--- src/rtl/fpga_rst_seq_if.sv ---
// Reset-sequencer signal bundle.
// master: the sequencer itself (samples requests/calibration, drives resets).
// slave : the surrounding board logic (drives requests, consumes resets).
interface fpga_rst_seq_if;
  logic       btn_i;          // board reset button, asynchronous, polarity by parameter
  logic       vio_rst_i;      // debug reset request, synchronous level
  logic       calib_done_i;   // DRAM calibration complete, DRAM clock domain
  logic       dram_rst_o;     // active-high memory-controller system reset
  logic       periph_rst_no;  // active-low peripheral/fan reset
  logic       soc_rst_no;     // active-low SoC reset
  logic       fail_o;         // calibration gave up
  logic [1:0] retries_o;      // failed attempts this sequence, saturating
  logic [2:0] state_o;        // sequencer state

  modport master (
    input  btn_i,
    input  vio_rst_i,
    input  calib_done_i,
    output dram_rst_o,
    output periph_rst_no,
    output soc_rst_no,
    output fail_o,
    output retries_o,
    output state_o
  );

  modport slave (
    output btn_i,
    output vio_rst_i,
    output calib_done_i,
    input  dram_rst_o,
    input  periph_rst_no,
    input  soc_rst_no,
    input  fail_o,
    input  retries_o,
    input  state_o
  );
endinterface

--- src/rtl/fpga_rst_seq.sv ---
// FPGA top reset sequencer.
// Runs on the free-running board oscillator. Holds the memory controller in
// reset, waits for DRAM calibration (with timeout and bounded retry), then
// releases the peripheral reset and, a fixed gap later, the SoC reset.
// Button and debug requests restart the whole sequence from any state.
module fpga_rst_seq #(
  parameter logic        BtnActiveLow       = 1'b0,
  parameter int unsigned DebounceCycles     = 16,
  parameter int unsigned MinAssertCycles    = 64,
  parameter int unsigned ReleaseGapCycles   = 16,
  parameter int unsigned CalibTimeoutCycles = 2**24,
  parameter int unsigned MaxRetries         = 3
) (
  input  logic           clk_i,
  input  logic           rst_ni,
  fpga_rst_seq_if.master bus
);

  // ---------------------------------------------------------------------------
  // Derived widths
  // ---------------------------------------------------------------------------
  function automatic int unsigned max_u(input int unsigned a, input int unsigned b);
    return (a > b) ? a : b;
  endfunction

  localparam int unsigned MaxCount = max_u(max_u(max_u(DebounceCycles, MinAssertCycles),
                                                 max_u(ReleaseGapCycles, CalibTimeoutCycles)),
                                           MaxRetries);
  // One spare bit so no terminal count ever sits on the top code.
  localparam int unsigned CntWidth = $clog2(MaxCount) + 1;
  localparam int unsigned RetWidth = (MaxRetries < 2) ? 1 : $clog2(MaxRetries + 1);

  localparam logic [CntWidth-1:0] DebMax    = CntWidth'(DebounceCycles);
  localparam logic [CntWidth-1:0] HoldLast  = CntWidth'(MinAssertCycles - 1);
  localparam logic [CntWidth-1:0] CalibLast = CntWidth'(CalibTimeoutCycles - 1);
  localparam logic [CntWidth-1:0] GapLast   = CntWidth'(ReleaseGapCycles - 1);
  localparam logic [RetWidth-1:0] RetLimit  = RetWidth'(MaxRetries);

  typedef enum logic [2:0] {
    ST_RESET_HOLD = 3'd0,
    ST_WAIT_CALIB = 3'd1,
    ST_PERIPH_REL = 3'd2,
    ST_RUN        = 3'd3,
    ST_FAIL       = 3'd4
  } state_e;

  // ---------------------------------------------------------------------------
  // Input synchronisers
  // ---------------------------------------------------------------------------
  // The button idles at its deasserted level so a reset never looks like a press.
  logic [1:0] r_btn_sync;
  logic [1:0] r_calib_sync;
  logic       w_btn_asserted;
  logic       w_calib_done;

  // Two-flop synchronisers for the button and the DRAM-domain calibration flag.
  always_ff @(posedge clk_i or negedge rst_ni) begin
    if (!rst_ni) begin
      r_btn_sync   <= {2{BtnActiveLow}};
      r_calib_sync <= 2'b00;
    end else begin
      r_btn_sync   <= {r_btn_sync[0], bus.btn_i};
      r_calib_sync <= {r_calib_sync[0], bus.calib_done_i};
    end
  end

  // Normalise polarity: high means "button pressed".
  assign w_btn_asserted = r_btn_sync[1] ^ BtnActiveLow;
  assign w_calib_done   = r_calib_sync[1];

  // ---------------------------------------------------------------------------
  // Button debounce
  // ---------------------------------------------------------------------------
  logic [CntWidth-1:0] r_deb_cnt;
  logic                w_btn_req;
  logic                w_req;

  // Count consecutive pressed cycles, saturating at the debounce length.
  always_ff @(posedge clk_i or negedge rst_ni) begin
    if (!rst_ni) begin
      r_deb_cnt <= '0;
    end else if (!w_btn_asserted) begin
      r_deb_cnt <= '0;
    end else if (r_deb_cnt != DebMax) begin
      r_deb_cnt <= r_deb_cnt + CntWidth'(1);
    end
  end

  // A debounced press and a debug request are equivalent restart requests.
  assign w_btn_req = (r_deb_cnt == DebMax);
  assign w_req     = w_btn_req | bus.vio_rst_i;

  // ---------------------------------------------------------------------------
  // Sequencer
  // ---------------------------------------------------------------------------
  state_e              r_state;
  logic [CntWidth-1:0] r_timer;
  logic [RetWidth-1:0] r_retries;
  logic                r_dram_rst;
  logic                r_periph_rstn;
  logic                r_soc_rstn;
  logic                r_fail;
  logic [1:0]          r_retries_o;

  state_e              w_state_next;
  logic [CntWidth-1:0] w_timer_next;
  logic [RetWidth-1:0] w_retries_next;
  logic [RetWidth-1:0] w_retries_inc;
  logic [1:0]          w_retries_sat;

  assign w_retries_inc = r_retries + RetWidth'(1);

  // Next-state, timer and retry bookkeeping. A restart request beats every
  // other transition; the timer restarts at zero on every state change and is
  // parked at zero in states that do not time anything, so it never wraps.
  always_comb begin
    w_state_next   = r_state;
    w_timer_next   = r_timer + CntWidth'(1);
    w_retries_next = r_retries;
    if (w_req) begin
      w_state_next   = ST_RESET_HOLD;
      w_timer_next   = '0;
      w_retries_next = '0;
    end else begin
      case (r_state)
        ST_RESET_HOLD: begin
          if (r_timer == HoldLast) begin
            w_state_next = ST_WAIT_CALIB;
            w_timer_next = '0;
          end
        end
        ST_WAIT_CALIB: begin
          // Calibration arriving on the timeout cycle still counts as success.
          if (w_calib_done) begin
            w_state_next = ST_PERIPH_REL;
            w_timer_next = '0;
          end else if (r_timer == CalibLast) begin
            w_retries_next = w_retries_inc;
            w_timer_next   = '0;
            w_state_next   = (w_retries_inc == RetLimit) ? ST_FAIL : ST_RESET_HOLD;
          end
        end
        ST_PERIPH_REL: begin
          // Losing calibration here is not a failed attempt, just a restart.
          if (!w_calib_done) begin
            w_state_next = ST_RESET_HOLD;
            w_timer_next = '0;
          end else if (r_timer == GapLast) begin
            w_state_next = ST_RUN;
            w_timer_next = '0;
          end
        end
        ST_RUN: begin
          w_timer_next = '0;
          if (!w_calib_done) begin
            w_state_next = ST_RESET_HOLD;
          end
        end
        ST_FAIL: begin
          // Sticky until a restart request or a power-on reset.
          w_timer_next = '0;
        end
        default: begin
          w_state_next = ST_RESET_HOLD;
          w_timer_next = '0;
        end
      endcase
    end
  end

  // Reported retry count saturates at 3 when the limit needs more bits.
  generate
    if (RetWidth <= 2) begin : gen_ret_narrow
      assign w_retries_sat = 2'(w_retries_next);
    end else begin : gen_ret_wide
      assign w_retries_sat = (w_retries_next > RetWidth'(3)) ? 2'd3 : w_retries_next[1:0];
    end
  endgenerate

  // State register plus outputs decoded from the next state, so every reset
  // output changes in the same cycle as the state it belongs to and all of
  // them assert together on entry to RESET_HOLD.
  always_ff @(posedge clk_i or negedge rst_ni) begin
    if (!rst_ni) begin
      r_state       <= ST_RESET_HOLD;
      r_timer       <= '0;
      r_retries     <= '0;
      r_dram_rst    <= 1'b1;
      r_periph_rstn <= 1'b0;
      r_soc_rstn    <= 1'b0;
      r_fail        <= 1'b0;
      r_retries_o   <= 2'd0;
    end else begin
      r_state       <= w_state_next;
      r_timer       <= w_timer_next;
      r_retries     <= w_retries_next;
      r_dram_rst    <= (w_state_next == ST_RESET_HOLD) || (w_state_next == ST_FAIL);
      r_periph_rstn <= (w_state_next == ST_PERIPH_REL) || (w_state_next == ST_RUN);
      r_soc_rstn    <= (w_state_next == ST_RUN);
      r_fail        <= (w_state_next == ST_FAIL);
      r_retries_o   <= w_retries_sat;
    end
  end

  assign bus.dram_rst_o    = r_dram_rst;
  assign bus.periph_rst_no = r_periph_rstn;
  assign bus.soc_rst_no    = r_soc_rstn;
  assign bus.fail_o        = r_fail;
  assign bus.retries_o     = r_retries_o;
  assign bus.state_o       = r_state;

endmodule

--- src/flat_wrapper.sv ---
// flat-port wrapper written by rule: the top's interface ports become plain ports
module fpga_rst_seq_flat 
#(
  parameter logic        BtnActiveLow       = 1'b0,
  parameter int unsigned DebounceCycles     = 16,
  parameter int unsigned MinAssertCycles    = 64,
  parameter int unsigned ReleaseGapCycles   = 16,
  parameter int unsigned CalibTimeoutCycles = 2**24,
  parameter int unsigned MaxRetries         = 3
)
  (clk_i, rst_ni, bus_btn_i, bus_vio_rst_i, bus_calib_done_i, bus_dram_rst_o, bus_periph_rst_no, bus_soc_rst_no, bus_fail_o, bus_retries_o, bus_state_o);
  fpga_rst_seq_if bus_i ();
  input  logic clk_i;
  input  logic rst_ni;
  input wire logic [$bits(bus_i.btn_i)-1:0] bus_btn_i;
  input wire logic [$bits(bus_i.vio_rst_i)-1:0] bus_vio_rst_i;
  input wire logic [$bits(bus_i.calib_done_i)-1:0] bus_calib_done_i;
  output wire logic [$bits(bus_i.dram_rst_o)-1:0] bus_dram_rst_o;
  output wire logic [$bits(bus_i.periph_rst_no)-1:0] bus_periph_rst_no;
  output wire logic [$bits(bus_i.soc_rst_no)-1:0] bus_soc_rst_no;
  output wire logic [$bits(bus_i.fail_o)-1:0] bus_fail_o;
  output wire logic [$bits(bus_i.retries_o)-1:0] bus_retries_o;
  output wire logic [$bits(bus_i.state_o)-1:0] bus_state_o;
  assign bus_i.btn_i = bus_btn_i;
  assign bus_i.vio_rst_i = bus_vio_rst_i;
  assign bus_i.calib_done_i = bus_calib_done_i;
  assign bus_dram_rst_o = bus_i.dram_rst_o;
  assign bus_periph_rst_no = bus_i.periph_rst_no;
  assign bus_soc_rst_no = bus_i.soc_rst_no;
  assign bus_fail_o = bus_i.fail_o;
  assign bus_retries_o = bus_i.retries_o;
  assign bus_state_o = bus_i.state_o;
  fpga_rst_seq #(.BtnActiveLow(BtnActiveLow), .DebounceCycles(DebounceCycles), .MinAssertCycles(MinAssertCycles), .ReleaseGapCycles(ReleaseGapCycles), .CalibTimeoutCycles(CalibTimeoutCycles), .MaxRetries(MaxRetries)) u_core (.clk_i(clk_i), .rst_ni(rst_ni), .bus(bus_i));
endmodule
--- config.mk ---
export PLATFORM = sky130hd
export DESIGN_NAME = fpga_rst_seq_flat
export DESIGN_NICKNAME = d
export VERILOG_FILES = /design/src/rtl/fpga_rst_seq_if.sv /design/src/rtl/fpga_rst_seq.sv /design/src/flat_wrapper.sv
export SDC_FILE = /design/constraint.sdc
export NUM_CORES = 1
export LEC_CHECK = 0
export CAP_MARGIN = 30
export CORE_MARGIN = 1.5
export CORE_UTILIZATION = 30
export DETAILED_ROUTE_END_ITERATION = 10
export GPL_TIMING_DRIVEN = 0
export MAX_ROUTING_LAYER = met4
export PLACE_DENSITY = 0.48
export SLEW_MARGIN = 10
export SYNTH_ARGS = -nofsm -noshare
export SYNTH_HDL_FRONTEND = slang
export SYNTH_SLANG_ARGS = --single-unit
--- constraint.sdc ---
create_clock -name clk_i -period 2.05 [get_ports clk_i]
set_clock_uncertainty 0.15 [all_clocks]
set_input_delay 0.615 -clock clk_i [delete_from_list [all_inputs] [get_ports clk_i]]
set_output_delay 0.615 -clock clk_i [all_outputs]
set_load 0.02 [all_outputs]
==> reports/results.txt <==
Post-synth EDFFs -> 0
post-route standard cell area excluding fillers -> 4270 um^2
Setup crit start kind -> flop
maximum net fanout on the critical path -> 5
DP Wirelength -> 4690 um
number of warnings printed during yosys synthesis -> 0
internal reg-to-reg setup slack -> -0.11 ns
Placed Instance Area -> 3560 um^2
VDD IR-drop max -> 0.000253 V
first-pass GRT wire length -> 12100 um
placer's final routability congestion estimate -> 0.729
antenna violations before repair -> 0
crit-path max cell delay -> 0.45 ns
Via Count -> 2519
clock network power share -> 42.8%
vias in the first global route -> 2525
fraction of post-synthesis cell area in the top cell type by area -> 47.9%
DRT Pass-1 Iters -> 4
Total GRT Usage -> 13.8%
sequential share of power -> 51.3%
n_diodes -> 0
number of placement rows -> 37
net count of the mapped netlist -> 331
residual DRC count -> 0
worst-case hold slack -> 0.0166 ns
Tot Pwr -> 2.48 mW
share of flip-flops with an asynchronous set or reset after synthesis -> 100%
required time at the endpoint of the critical path -> 2.13 ns
largest net degree at the start of global routing -> 40
Max Root-Sink Buffers -> 2
Layout Nets -> 383
slowest stage cell on the critical path -> dfrtp_2
setup ws final -> -0.112 ns
crit path time final -> 2.16 ns
clock-pin slew reported for the worst setup and hold paths after clock tree synthesis -> 0.07 ns
Overflow after GRT -> 0
core outline area -> 10400 um^2
CTS tree -> built
Vias per Instance -> 4.89
cell area power density -> 581 nW/um^2
initial core utilization -> 31.1%
number of buffers added on ports -> 13
net switching share of the total power -> 22.9%
setup repair after global routing missed its margin -> yes
die span in y -> 107 um
source-to-sink clock delay at the later pin of the worst-skew pair -> 0.34 ns
Final ANT Viol Nets -> 0
storage element area -> 1590 um^2
number of clock sinks -> 63
transition time at the pin with the least slew margin -> 0.414 ns
type of the tightest min-delay check -> input pin to async pin
nature of the critical path endpoint -> flop
relative slew slack -> 72.2%
Max Cap Violations -> 0
leading cell types by count after synthesis -> dfrtp_1 (62), nor2_1 (34), xor2_1 (27)
Syn Std Cell Area -> 3240 um^2
share of layout cells above drive strength 1 -> 27.7%
cell internal power dissipation -> 1.91 mW
#FFs+latches synth -> 63
maximum level of the CTS H-tree -> 3
critical path's top delay family -> compound AO/OA/AOI/OAI gates
Sum Neg Setup Slack -> -0.835 ns
Boundary Pins -> 14
synthesized area divided by synthesized cell count -> 10.1 um^2
type of the setup path with the least slack -> flop to flop
WL/cell -> 14.1 um
master cell of the clock root buffer -> clkbuf_8
post-synth cell types -> 46
Critical Path AT -> 2.24 ns
combined buffer and inverter count along the critical path -> 3
final setup violating endpoints -> 15
top area cells in the synthesized netlist -> dfrtp_1 (48%), xor2_1 (7.3%), xnor2_1 (4.3%)
violated checks -> negative setup slack
highest attainable clock frequency -> 0.463 GHz
Post-Synthesis Cells -> 322
sequential area share after synthesis -> 48.7%
most frequently used cell type in the post-synthesis netlist -> dfrtp_1
switching power -> 569 uW
outcome -> complete, but fails checks
combinational share of power -> 5.9%
most frequently used flop master after synthesis -> dfrtp_1
area growth from synthesis to final layout -> 31.8%
cts bufs inserted -> 9
die area -> 11400 um^2
cell total after placement -> 472
final worst-path cycle share -> 105%
final hold violation count -> 0
starting DRC count in detailed routing -> 86
horizontal extent of the die -> 107 um
biggest area consumer among synthesized cells -> dfrtp_1
cells traversed along the worst timing path -> nor4_2 > nand4_1 > o21a_1 > o31ai_4 > buf_6 > buf_12 > buf_8 > nor2_1
static leakage power -> 1.86 nW
count of non-filler cells in the finished layout -> 515
Detailed Route WL -> 7250 um
final slew viol count -> 0
# fillers -> 1050
area taken by multi-input logic gates -> 1790 um^2
[flip-flops by register name, indices dropped and copies added, names as in the netlist]
name / flops
u_core.bus.dram_rst_o: 1
u_core.bus.fail_o: 1
u_core.bus.periph_rst_no: 1
u_core.bus.soc_rst_no: 1
u_core.bus.state_o: 3
u_core.r_btn_sync: 2
u_core.r_calib_sync: 2
u_core.r_deb_cnt: 25
u_core.r_retries: 2
u_core.r_timer: 25
[worst paths after layout]
| path | start | endpoint | cells past startpoint |
|---|---|---|---|
| min reg2reg | u_core.r_btn_sync[0] | u_core.r_btn_sync[1] | 0 |
| max in group asynchronous | rst_ni | u_core.r_timer[9] | 2 |
| min | rst_ni | u_core.r_deb_cnt[8] | 1 |
| max | u_core.r_timer[6] | u_core.r_timer[9] | 8 |
| min in group clk_i | u_core.r_btn_sync[0] | u_core.r_btn_sync[1] | 0 |
| max reg2reg | u_core.r_timer[6] | u_core.r_timer[9] | 8 |
[area by class of cell]
cell class / instances / area share (%)
multi-input combinational: 234 / 42.0
sequential: 63 / 37.1
timing repair buffer: 42 / 9.41
tap: 136 / 3.99
clock buffer: 12 / 3.40
buffer: 8 / 1.58
inverter: 16 / 1.41
clock inverter: 4 / 1.06
[power by group through the flow]
| stage | combinational (mW) | clock, mW | sequential, mW |
|---|---|---|---|
| after CTS | 0.144 | 1.11 | 1.27 |
| after global placement | 0.0968 | 0 | 1.30 |
| after global routing | 0.162 | 1.16 | 1.27 |
| after floorplan | 0.0473 | 0 | 1.29 |
| final | 0.147 | 1.06 | 1.27 |
| after detailed placement | 0.101 | 0 | 1.30 |
[cell usage in the layout, fill, tap and decap left out, types with 9 or more instances in the layout]
| cell | n |
|---|---|
| nand3_1 | 15 |
| nor2_2 | 12 |
| nor3_1 | 13 |
| clkbuf_8 | 10 |
| dfrtp_1 | 56 |
| and2_1 | 18 |
| xnor2_1 | 16 |
| nand2_1 | 20 |
| buf_4 | 23 |
| nor2_4 | 9 |
| inv_1 | 16 |
| nand4_1 | 12 |
| xor2_1 | 27 |
| nor2_1 | 13 |
[worst reg2reg max path, cell delays in order, from the launching register on]
cell and delay, ns:
dfrtp_2 0.45, nor4_2 0.27, nand4_1 0.21, o21a_1 0.27, o31ai_4 0.26, buf_6 0.17
buf_12 0.11, buf_8 0.12, nor2_1 0.05
[through the flow]
stage / worst slack, ns / util [%]
6_report: -0.112 / 41.0
5_1_grt: -0.198 / 41.0
4_1_cts: -0.150 / 38.4
3_5_place_dp: -0.363 / 34.2
3_3_place_gp: -2.32 / 34.0
2_1_floorplan: 0.0283 / -
[cell families after synthesis]
logic type	share of synthesized area [%]
buf+inv	3.52
xor+xnor	11.6
compound gates	7.15
simple gates	27.1
fa+ha+maj	1.55
mux	0.309
flops	48.7
[repair_timing]
item	in CTS	in global routing
gates resized for setup	32	55
hold buffers	0	0
pin swaps	19	22
setup endpoints to repair	47	40
cloned	2	0
buffers inserted	14	15
[per-layer routing]
metal,global-route usage [%],vias up,wire (um)
met1,16.9,1265,3350
li1,-,1225,-
met4,5.05,0,112
met5,-,-,0
met2,22.4,19,3630
met3,3.34,10,149
Power figures use the tool's default switching activity.
